File: src/rtl/kbd_pkg.sv
// Shared types and constants for the PS/2 keyboard matrix front end.
// Optional build macro used by this slice: KBD_HOTKEY_EN.
package kbd_pkg;

    typedef enum logic [2:0] {
        IDLE,
        EXT,
        BRK,
        EXT_BRK,
        SKIP
    } dec_state_t;

    localparam logic [7:0] SC_EXT   = 8'hE0;
    localparam logic [7:0] SC_BRK   = 8'hF0;
    localparam logic [7:0] SC_PAUSE = 8'hE1;
    localparam logic [7:0] SC_F12   = 8'h07;

    localparam int NROWS_DEF = 10;

    // Bytes following E1 in the Pause make sequence (E1 14 77 E1 F0 14 F0 77).
    localparam logic [2:0] PAUSE_SKIP = 3'd7;

    typedef struct packed {
        logic       hit;
        logic [3:0] row;
        logic [2:0] col;
    } km_res_t;

    // Keyboard status/response codes that never carry key information.
    function automatic logic is_ignored(input logic [7:0] code);
        return (code == 8'hAA) || (code == 8'hFA) || (code == 8'hFE) ||
               (code == 8'hEE) || (code == 8'h00) || (code == 8'hFF);
    endfunction

    function automatic km_res_t km_hit(input logic [3:0] row, input logic [2:0] col);
        km_res_t r;
        r.hit = 1'b1;
        r.row = row;
        r.col = col;
        return r;
    endfunction

endpackage

File: src/rtl/kbd_keymap.sv
// Combinational scancode ROM: {ext, code} -> {hit, row, col} of the host key matrix.
// F12 (07) is deliberately unmapped; with KBD_HOTKEY_EN it is handled as a hotkey upstream.
module kbd_keymap
    import kbd_pkg::*;
(
    input  logic       ext,
    input  logic [7:0] code,
    output km_res_t    res
);

    always_comb begin
        res = '0;
        case ({ext, code})
            9'h05A: res = km_hit(4'd0, 3'd0);  // Return
            9'h066: res = km_hit(4'd0, 3'd1);
            9'h076: res = km_hit(4'd0, 3'd2);
            9'h00D: res = km_hit(4'd0, 3'd3);
            9'h029: res = km_hit(4'd0, 3'd4);
            9'h014: res = km_hit(4'd0, 3'd5);
            9'h058: res = km_hit(4'd0, 3'd6);
            9'h011: res = km_hit(4'd0, 3'd7);
            9'h016: res = km_hit(4'd1, 3'd0);
            9'h01E: res = km_hit(4'd1, 3'd1);
            9'h026: res = km_hit(4'd1, 3'd2);
            9'h025: res = km_hit(4'd1, 3'd3);
            9'h02E: res = km_hit(4'd1, 3'd4);
            9'h036: res = km_hit(4'd1, 3'd5);
            9'h03D: res = km_hit(4'd1, 3'd6);
            9'h03E: res = km_hit(4'd1, 3'd7);
            9'h046: res = km_hit(4'd2, 3'd0);
            9'h045: res = km_hit(4'd2, 3'd1);
            9'h04E: res = km_hit(4'd2, 3'd2);
            9'h055: res = km_hit(4'd2, 3'd3);
            9'h054: res = km_hit(4'd2, 3'd4);
            9'h05B: res = km_hit(4'd2, 3'd5);
            9'h05D: res = km_hit(4'd2, 3'd6);
            9'h04C: res = km_hit(4'd2, 3'd7);
            9'h052: res = km_hit(4'd3, 3'd0);
            9'h041: res = km_hit(4'd3, 3'd1);
            9'h049: res = km_hit(4'd3, 3'd2);
            9'h04A: res = km_hit(4'd3, 3'd3);
            9'h00E: res = km_hit(4'd3, 3'd4);
            9'h005: res = km_hit(4'd3, 3'd5);
            9'h006: res = km_hit(4'd3, 3'd6);
            9'h004: res = km_hit(4'd3, 3'd7);
            9'h01C: res = km_hit(4'd4, 3'd0);  // A
            9'h032: res = km_hit(4'd4, 3'd1);
            9'h021: res = km_hit(4'd4, 3'd2);
            9'h023: res = km_hit(4'd4, 3'd3);
            9'h024: res = km_hit(4'd4, 3'd4);
            9'h02B: res = km_hit(4'd4, 3'd5);
            9'h034: res = km_hit(4'd4, 3'd6);
            9'h033: res = km_hit(4'd4, 3'd7);
            9'h043: res = km_hit(4'd5, 3'd0);
            9'h03B: res = km_hit(4'd5, 3'd1);
            9'h042: res = km_hit(4'd5, 3'd2);
            9'h04B: res = km_hit(4'd5, 3'd3);
            9'h03A: res = km_hit(4'd5, 3'd4);
            9'h031: res = km_hit(4'd5, 3'd5);
            9'h044: res = km_hit(4'd5, 3'd6);
            9'h04D: res = km_hit(4'd5, 3'd7);
            9'h015: res = km_hit(4'd6, 3'd0);
            9'h02D: res = km_hit(4'd6, 3'd1);
            9'h01B: res = km_hit(4'd6, 3'd2);
            9'h02C: res = km_hit(4'd6, 3'd3);
            9'h03C: res = km_hit(4'd6, 3'd4);
            9'h02A: res = km_hit(4'd6, 3'd5);
            9'h01D: res = km_hit(4'd6, 3'd6);
            9'h022: res = km_hit(4'd6, 3'd7);
            9'h035: res = km_hit(4'd7, 3'd0);
            9'h01A: res = km_hit(4'd7, 3'd1);
            9'h00C: res = km_hit(4'd7, 3'd2);
            9'h003: res = km_hit(4'd7, 3'd3);
            9'h00B: res = km_hit(4'd7, 3'd4);
            9'h083: res = km_hit(4'd7, 3'd5);
            9'h00A: res = km_hit(4'd7, 3'd6);
            9'h001: res = km_hit(4'd7, 3'd7);
            // Both shifts share one matrix cell; last event wins.
            9'h012: res = km_hit(4'd8, 3'd0);
            9'h059: res = km_hit(4'd8, 3'd0);
            9'h009: res = km_hit(4'd8, 3'd1);
            9'h078: res = km_hit(4'd8, 3'd2);
            9'h07E: res = km_hit(4'd8, 3'd3);
            9'h16B: res = km_hit(4'd9, 3'd0);
            9'h174: res = km_hit(4'd9, 3'd1);
            9'h175: res = km_hit(4'd9, 3'd2);  // Up arrow
            9'h172: res = km_hit(4'd9, 3'd3);
            9'h171: res = km_hit(4'd9, 3'd4);
            9'h170: res = km_hit(4'd9, 3'd5);
            9'h16C: res = km_hit(4'd9, 3'd6);
            9'h169: res = km_hit(4'd9, 3'd7);
            9'h15A: res = km_hit(4'd0, 3'd0);
            9'h114: res = km_hit(4'd0, 3'd5);
            9'h111: res = km_hit(4'd0, 3'd7);
            default: res = '0;
        endcase
    end

endmodule

File: src/rtl/kbd_matrix.sv
// PS/2 receiver + scancode decoder maintaining a pressed-key matrix read by the PIO.
// Build macro KBD_HOTKEY_EN: F12 make pulses HOTKEY instead of touching the matrix.
module kbd_matrix
    import kbd_pkg::*;
#(
    parameter int TIMEOUT_TICKS = 4000,
    parameter int NROWS         = NROWS_DEF
) (
    input  logic       CLK,
    input  logic       RST_n,
    input  logic       ENA,
    input  logic       PS2_CLK,
    input  logic       PS2_DAT,
    input  logic [3:0] ROW,
    input  logic       ROW_EN,
    output logic [7:0] COL,
    output logic       KEY_EVT,
    output logic       HOTKEY
);

    localparam int TO_W = $clog2(TIMEOUT_TICKS + 1);
    localparam logic [TO_W-1:0] TO_LAST = TO_W'(TIMEOUT_TICKS - 1);

    logic clk_s1, clk_s2, clk_prev;
    logic dat_s1, dat_s2;
    logic ps2_fall;

    // Idle PS/2 lines are high, so the synchroniser resets high to avoid a false edge.
    always_ff @(posedge CLK) begin
        if (!RST_n) begin
            clk_s1   <= 1'b1;
            clk_s2   <= 1'b1;
            clk_prev <= 1'b1;
            dat_s1   <= 1'b1;
            dat_s2   <= 1'b1;
        end else if (ENA) begin
            clk_s1   <= PS2_CLK;
            clk_s2   <= clk_s1;
            clk_prev <= clk_s2;
            dat_s1   <= PS2_DAT;
            dat_s2   <= dat_s1;
        end
    end

    assign ps2_fall = clk_prev & ~clk_s2;

    logic [3:0]      bit_cnt;
    logic [7:0]      shreg;
    logic            par_bit;
    logic [TO_W-1:0] to_cnt;
    logic            byte_vld;
    logic [7:0]      byte_data;

    // byte_vld/byte_data: valid for exactly one ENA tick, no ready; the decoder always accepts.
    always_ff @(posedge CLK) begin
        if (!RST_n) begin
            bit_cnt   <= '0;
            shreg     <= '0;
            par_bit   <= 1'b0;
            to_cnt    <= '0;
            byte_vld  <= 1'b0;
            byte_data <= '0;
        end else if (ENA) begin
            byte_vld <= 1'b0;
            if (ps2_fall) begin
                to_cnt <= '0;
                if (bit_cnt == 4'd0) begin
                    if (!dat_s2) bit_cnt <= 4'd1;
                end else if (bit_cnt <= 4'd8) begin
                    shreg   <= {dat_s2, shreg[7:1]};
                    bit_cnt <= bit_cnt + 4'd1;
                end else if (bit_cnt == 4'd9) begin
                    par_bit <= dat_s2;
                    bit_cnt <= 4'd10;
                end else begin
                    bit_cnt <= 4'd0;
                    if (dat_s2 && (^{shreg, par_bit})) begin
                        byte_vld  <= 1'b1;
                        byte_data <= shreg;
                    end
                end
            end else if (bit_cnt != 4'd0) begin
                if (to_cnt == TO_LAST) begin
                    bit_cnt <= 4'd0;
                    to_cnt  <= '0;
                end else begin
                    to_cnt <= to_cnt + 1'b1;
                end
            end else begin
                to_cnt <= '0;
            end
        end
    end

    dec_state_t state, state_nxt;
    logic [2:0] skip_cnt, skip_nxt;
    logic       lk_req, lk_ext, lk_make;
    km_res_t    km;

    always_ff @(posedge CLK) begin
        if (!RST_n) begin
            state    <= IDLE;
            skip_cnt <= '0;
        end else if (ENA) begin
            state    <= state_nxt;
            skip_cnt <= skip_nxt;
        end
    end

    always_comb begin
        state_nxt = state;
        skip_nxt  = skip_cnt;
        if (byte_vld) begin
            case (state)
                IDLE: begin
                    if (byte_data == SC_EXT) begin
                        state_nxt = EXT;
                    end else if (byte_data == SC_BRK) begin
                        state_nxt = BRK;
                    end else if (byte_data == SC_PAUSE) begin
                        state_nxt = SKIP;
                        skip_nxt  = PAUSE_SKIP;
                    end
                end
                EXT:     state_nxt = (byte_data == SC_BRK) ? EXT_BRK : IDLE;
                BRK:     state_nxt = IDLE;
                EXT_BRK: state_nxt = IDLE;
                SKIP: begin
                    skip_nxt = skip_cnt - 3'd1;
                    if (skip_cnt == 3'd1) state_nxt = IDLE;
                end
                default: state_nxt = IDLE;
            endcase
        end
    end

`ifdef KBD_HOTKEY_EN
    logic hot_req;
`endif

    always_comb begin
        lk_req  = 1'b0;
        lk_ext  = 1'b0;
        lk_make = 1'b0;
`ifdef KBD_HOTKEY_EN
        hot_req = 1'b0;
`endif
        if (byte_vld) begin
            case (state)
                IDLE: begin
                    if ((byte_data != SC_EXT) && (byte_data != SC_BRK) &&
                        (byte_data != SC_PAUSE) && !is_ignored(byte_data)) begin
                        lk_req  = 1'b1;
                        lk_make = 1'b1;
`ifdef KBD_HOTKEY_EN
                        if (byte_data == SC_F12) begin
                            lk_req  = 1'b0;
                            hot_req = 1'b1;
                        end
`endif
                    end
                end
                EXT: begin
                    if (byte_data != SC_BRK) begin
                        lk_req  = 1'b1;
                        lk_ext  = 1'b1;
                        lk_make = 1'b1;
                    end
                end
                BRK: lk_req = 1'b1;
                EXT_BRK: begin
                    lk_req = 1'b1;
                    lk_ext = 1'b1;
                end
                default: lk_req = 1'b0;
            endcase
        end
    end

    kbd_keymap u_keymap (
        .ext  (lk_ext),
        .code (byte_data),
        .res  (km)
    );

    logic [7:0] matrix [NROWS];

    always_ff @(posedge CLK) begin
        if (!RST_n) begin
            for (int r = 0; r < NROWS; r++) matrix[r] <= '0;
            KEY_EVT <= 1'b0;
        end else if (ENA) begin
            KEY_EVT <= 1'b0;
            if (lk_req && km.hit && (int'(km.row) < NROWS)) begin
                matrix[km.row][km.col] <= lk_make;
                KEY_EVT                <= 1'b1;
            end
        end
    end

`ifdef KBD_HOTKEY_EN
    always_ff @(posedge CLK) begin
        if (!RST_n)   HOTKEY <= 1'b0;
        else if (ENA) HOTKEY <= hot_req;
    end
`else
    assign HOTKEY = 1'b0;
`endif

    always_comb begin
        COL = 8'hFF;
        if (ROW_EN && (int'(ROW) < NROWS)) COL = ~matrix[ROW];
    end

endmodule

File: config.mk
export PLATFORM = sky130hd
export DESIGN_NAME = kbd_matrix
export DESIGN_NICKNAME = d
export VERILOG_FILES = /design/src/rtl/kbd_pkg.sv /design/src/rtl/kbd_keymap.sv /design/src/rtl/kbd_matrix.sv
export SDC_FILE = /design/constraint.sdc
export NUM_CORES = 1
export LEC_CHECK = 0
export CELL_PAD_IN_SITES_DETAIL_PLACEMENT = 1
export CELL_PAD_IN_SITES_GLOBAL_PLACEMENT = 1
export CORE_ASPECT_RATIO = 1.1
export CORE_MARGIN = 10
export CORE_UTILIZATION = 48
export CTS_CLUSTER_SIZE = 30
export DETAILED_ROUTE_END_ITERATION = 7
export PLACE_DENSITY = 0.85
export SYNTH_ARGS = -nofsm -noshare
export SYNTH_HDL_FRONTEND = slang
export SYNTH_SLANG_ARGS = --single-unit
File: constraint.sdc
create_clock -name CLK -period 4.3 [get_ports CLK]
set_input_delay 0.86 -clock CLK [delete_from_list [all_inputs] [get_ports CLK]]
set_output_delay 0.86 -clock CLK [all_outputs]
set_load 0.02 [all_outputs]
# Word-level counts from Yosys, hierarchy flattened

Memory sizes are Yosys's and may differ from the RTL's.
Index checks and enable logic that the tools add are counted.

Add/subtract/negate cells: 3
$mul: 0
Div/mod/pow operators: 0
Order comparisons: 5
Equal/unequal tests: 104
Shift operators: 0
Mux-type cells: 45
Bitwise logic cells: 6
Reduce and logical (&&, ||, !) cells: 34

Operators by type and width:

| operator              | count |
|---|---|
| $pmux 8 s76           | 1 |
| $eq 9x7->1 const B    | 24 |
| $eq 9x6->1 const B    | 23 |
| $eq 9x9->1 const B    | 11 |
| $eq 9x5->1 const B    | 10 |
| $eq 8x8->1 const B    | 8 |
| $eq 9x4->1 const B    | 6 |
| $mux 12               | 3 |
| $mux 4                | 8 |
| $mux 8                | 4 |
| $eq 9x3->1 const B    | 3 |
| $ne 8x8->1 const B    | 3 |
| $mux 3                | 7 |
| $mux 1                | 15 |
| $add 12x1->12 const B | 1 |
| $eq 12x12->1 const B  | 1 |
| $reduce_and 4->1      | 3 |
| $reduce_and 6->1      | 2 |
| $reduce_or 2->1       | 5 |
| $eq 9x1->1 const B    | 1 |
| $eq 9x2->1 const B    | 1 |
| $eq 9x8->1 const B    | 1 |
| $pmux 3 s3            | 1 |
| $reduce_xor 9->1      | 1 |
| 31 further kinds      | 54 |

Flip-flop bits (word level): 46
Latch bits: 0
RAM bits: 80
Bits in read-only memories: 0
Output and inout port bits: 10
Memories: 1

Memory list:

| name   | words | width | rd ports | clocked after memory_dff | write ports | RTL line          | source |
|---|---|---|---|---|---|---|---|
| matrix | 10    | 8     | 1        | 0                        | 10          | kbd_matrix.sv:186 | `logic [7:0] matrix [NROWS];` |

# Depth between registers and ports, before layout

Word-level depth: 19
Mapped depth: 14
Mapped depth without buffers: 9

# Cells and area by module

Synthesis repeated with hierarchy kept, for this count alone.

Cells, all modules: 943
Area total of the unflattened synthesis: 8700.8 um2

Modules (own cells, without submodules):

| module     | times used | cells each | area each (um2) | sequential area each (um2) |
|---|---|---|---|---|
| kbd_matrix | 1          | 689        | 7075.5          | 3323.2 |
| kbd_keymap | 1          | 254        | 1625.3          | 0.0 |

# Worst setup path after synthesis

No wires, ideal clock.

Kind: input -> output
From: input ROW[0]
To: output COL[3]
Arrival: 2654 ps
Data required time: 3440 ps
Slack: 786 ps
Cell stages on the path: 6
Cell sequence: clkbuf_1 buf_1 mux4_2 mux2i_1 o22ai_1 nand2_1

Cells in the longest elaborated chain, start to end: 3
Elaborated cells between the ends (all ways): 5
Classes of those cells: 1 x order compare; 1 x mux; 1 x bitwise; 1 x reduce/logical; 1 x memory

Ends and longest elaborated chain:

| what                                                  | RTL line          | source |
|---|---|---|
| from (decl)                                           | kbd_matrix.sv:14  | `input logic [3:0] ROW,` |
| $mem_v2 10x8 / $lt 4x4->1 (equally long branches)     | n/a               |  |
| $not 8->8 / $logic_and 1x1->1 (equally long branches) | kbd_matrix.sv:212 | `if (ROW_EN && (int'(ROW) < NROWS)) COL = ~matrix[ROW];` |
| $mux 8 (*)                                            | kbd_matrix.sv:212 |  |
| to (decl)                                             | kbd_matrix.sv:16  | `output logic [7:0] COL,` |

Mark *: on every way between the ends. The rest lies on a longest branch, timed or not.

==> qor.yml <==
worst_slew_pin_slew_ns: 1.05
cts.sinks: 126
async_flop_share_pct: 0
synth-seq-area-share_pct: 40.6
hold_depth: 2
critPathMaxStageDelay_ns: 0.83
root_buffer: "clkbuf_16"
grt_pass1_vias: 7388
drt-pass1-iter-count: 7
r2r_cells: 8
synth.cell_area_um2: 8180
cp_max_fo: 25
grt_overflow: 0
whs_ns: 0.468
place_area_um2: 8610
finalCritPeriodShare_pct: 92.1
switchingPower_mw: 0.675
crit_path_end: "matrix[4][6]"
clkSlewWorstSetupHoldPaths_ns: 0.06
yosys.area.top_type: "edfxtp_1"
setup_tns_ns: 0
rrSetupSlack_ns: 0.34
dieHeight_um: 157
num_antenna_cells: 0
cts_setup_buffers: 0
drc: 0
synth_top_flop_cell: "edfxtp_1"
detailed_place_hpwl_um: 17800
die_x_um: 145
yosysMostFrequentCell: "nor2_1"
numPlacedInstances: 1085
hold_path.class: "flip-flop to flip-flop"
dieArea_um2: 22700
synth_top_area_share_pct: 29.4
cts_htree_levels: 4
timing.fmax_ghz: 0.252
critical_path.top_delay_family: "simple AND/OR/NAND/NOR gates"
area.growth.synth_to_final_pct: 13.0
wl_um: 26100
drtAntennaViolNets: 0
relSlewSlack_pct: 28.8
synth_edf_count: 80
synth-seq-cells: 126
drive_gt1_share_pct: 12.4
final_nets: 912
gp_congestion: 0.960
setup_violations: 0
start_kind: "flip-flop"
crit_start: "byte_data[2]"
crit_chain: "nand4bb_1, nor4_1, or4_4, a211oi_1, nand2_1, nor3_1, nand3_1, o21ai_0"
cts_tree: "done"
place_ws_ns: 0.480
syn_area_per_cell_um2: 9.16
cts_resized: 0
outcome: "complete, no violations"
grt_max_degree: 85
synthTopCellsByArea: "edfxtp_1, dfxtp_1, o21ai_0"
clk-insertion-delay-late_ns: 0.43
worstReg2RegStart: "byte_data[2]"
cts_hold_buffers: 0
crit_path_top_delay_cell: "dfxtp_1"
synthCells: 893
drt_first_iter_violations: 709
antenna_found_initial: 0
power_mw: 3.10
switching_share_pct: 21.8
numCtsBuffers: 17
pwr-share-seq_pct: 43.4
ios: 20
via_per_inst: 6.59
crit_path_end_kind: "flip-flop"
initial_core_util_pct: 48.5
p_leak_nw: 3.19
cp_num_cells: 8
core_um2: 16900
clockBufferDepth: 2
fin_skew_ns: 0.0111
io_buffers: 18
postLayoutCoreUtil_pct: 54.8
post_drt_wl_per_cell_um: 23.4
yosys_warnings: 0
synth.distinct_cells: 79
vias: 7359
r2r-end: "matrix[4][6]"
hold_violations: 0
layoutNonFillerInstCount: 1117
grt_usage_pct: 23.4
synth_commonest_cells: "nor2_1, o21ai_0, edfxtp_1"
irDropWorstVdd_uv: 329
powerDensity_nw_per_um2: 335
grt_setup_unrepaired: "no"
post-route-min-period_ns: 3.96
clock_power_share_pct: 51.5
worstPathRequired_ns: 4.42
core.rowCount: 50
crit_buf_inv: 0
grt_pass1_wl_um: 41400
share_comb_of_total_power_pct: 5.2
design_area_um2: 9250
power.internal_mw: 2.42
timing_worst_setup_path_type: "flip-flop to flip-flop"
finalMaxSlewViolations: 0
timing.final.ws_setup_ns: 0.338
maxCapViolations: 0
cp.arrival_ns: 4.08
## tightest hold or removal path, cell delays in order (launching register included)
cell and delay [ns]:
dfxtp_1 0.32, mux2i_1 0.06, nand2_1 0.06
## power by group through the flow
stage	Combinational (mW)	Sequential [mW]	Clock [mW]
floorplan	0.112	1.36	0
global placement	0.152	1.37	0
detailed placement	0.158	1.37	0
CTS	0.160	1.34	1.60
global route	0.174	1.35	1.67
finish	0.160	1.34	1.59
## routing by layer
layer | vias to the layer above | global-route usage (%) | part of all wire (%)
met5 | - | 0 | 0
met4 | 0 | 9.25 | 3.3
met2 | 266 | 41.7 | 53
met1 | 3656 | 27.0 | 39
li1 | 3369 | - | -
met3 | 68 | 4.10 | 4.7
## logic make-up after synthesis
logic type,count (synthesis),share of synthesized area [%]
compound gates,249,18.9
other cells,1,0.0458
simple gates,335,22.4
mux,57,9.42
fa+ha+maj,6,0.917
xor+xnor,20,2.14
buf+inv,99,5.58
flops,126,40.6
## flip-flops by register name, summed over array words and instances, names as in the netlist
| register | cells |
|---|---|
| matrix | 80 |
| to_cnt | 12 |
| byte_data | 8 |
| shreg | 8 |
| bit_cnt | 4 |
| skip_cnt | 3 |
| state | 3 |
| KEY_EVT | 1 |
| byte_vld | 1 |
| clk_prev | 1 |
| clk_s1 | 1 |
| clk_s2 | 1 |
| dat_s1 | 1 |
| dat_s2 | 1 |
| par_bit | 1 |
## cell usage in the layout, fill, tap and decap left out, types with 9 or more instances in the layout
master	count
dfxtp_1	46
a21oi_1	59
and3_1	9
nor3_1	12
nand4_1	16
clkbuf_16	17
nor4_1	11
nand2b_1	18
nand3_1	26
buf_4	42
nand2_1	50
clkdlybuf4s50_1	16
inv_1	17
mux2i_1	41
nor2_1	106
nor2b_1	12
o21ai_0	99
o22ai_1	13
xnor2_1	10
xor2_1	10
mux4_2	16
edfxtp_1	80
## worst min-delay path by stage
stage / from / slack (ns) / end
3_5_place_dp: to_cnt[11] / 0.45 / to_cnt[11]
6_report: dat_s1 / 0.47 / dat_s1
2_1_floorplan: to_cnt[11] / 0.43 / to_cnt[11]
3_3_place_gp: to_cnt[11] / 0.45 / to_cnt[11]
4_1_cts: dat_s1 / 0.48 / dat_s1
5_1_grt: dat_s1 / 0.50 / dat_s1
## final cells by class
class | instances | area [µm²]
Sequential cell | 126 | 3320
Timing Repair Buffer | 62 | 541
Clock buffer | 18 | 429
Multi-Input combinational cell | 672 | 4420
Inverter | 17 | 63.8
Fill cell | 1925 | 7640
Tap cell | 208 | 260
Clock inverter | 14 | 213
(Power assumes the default switching activity.)
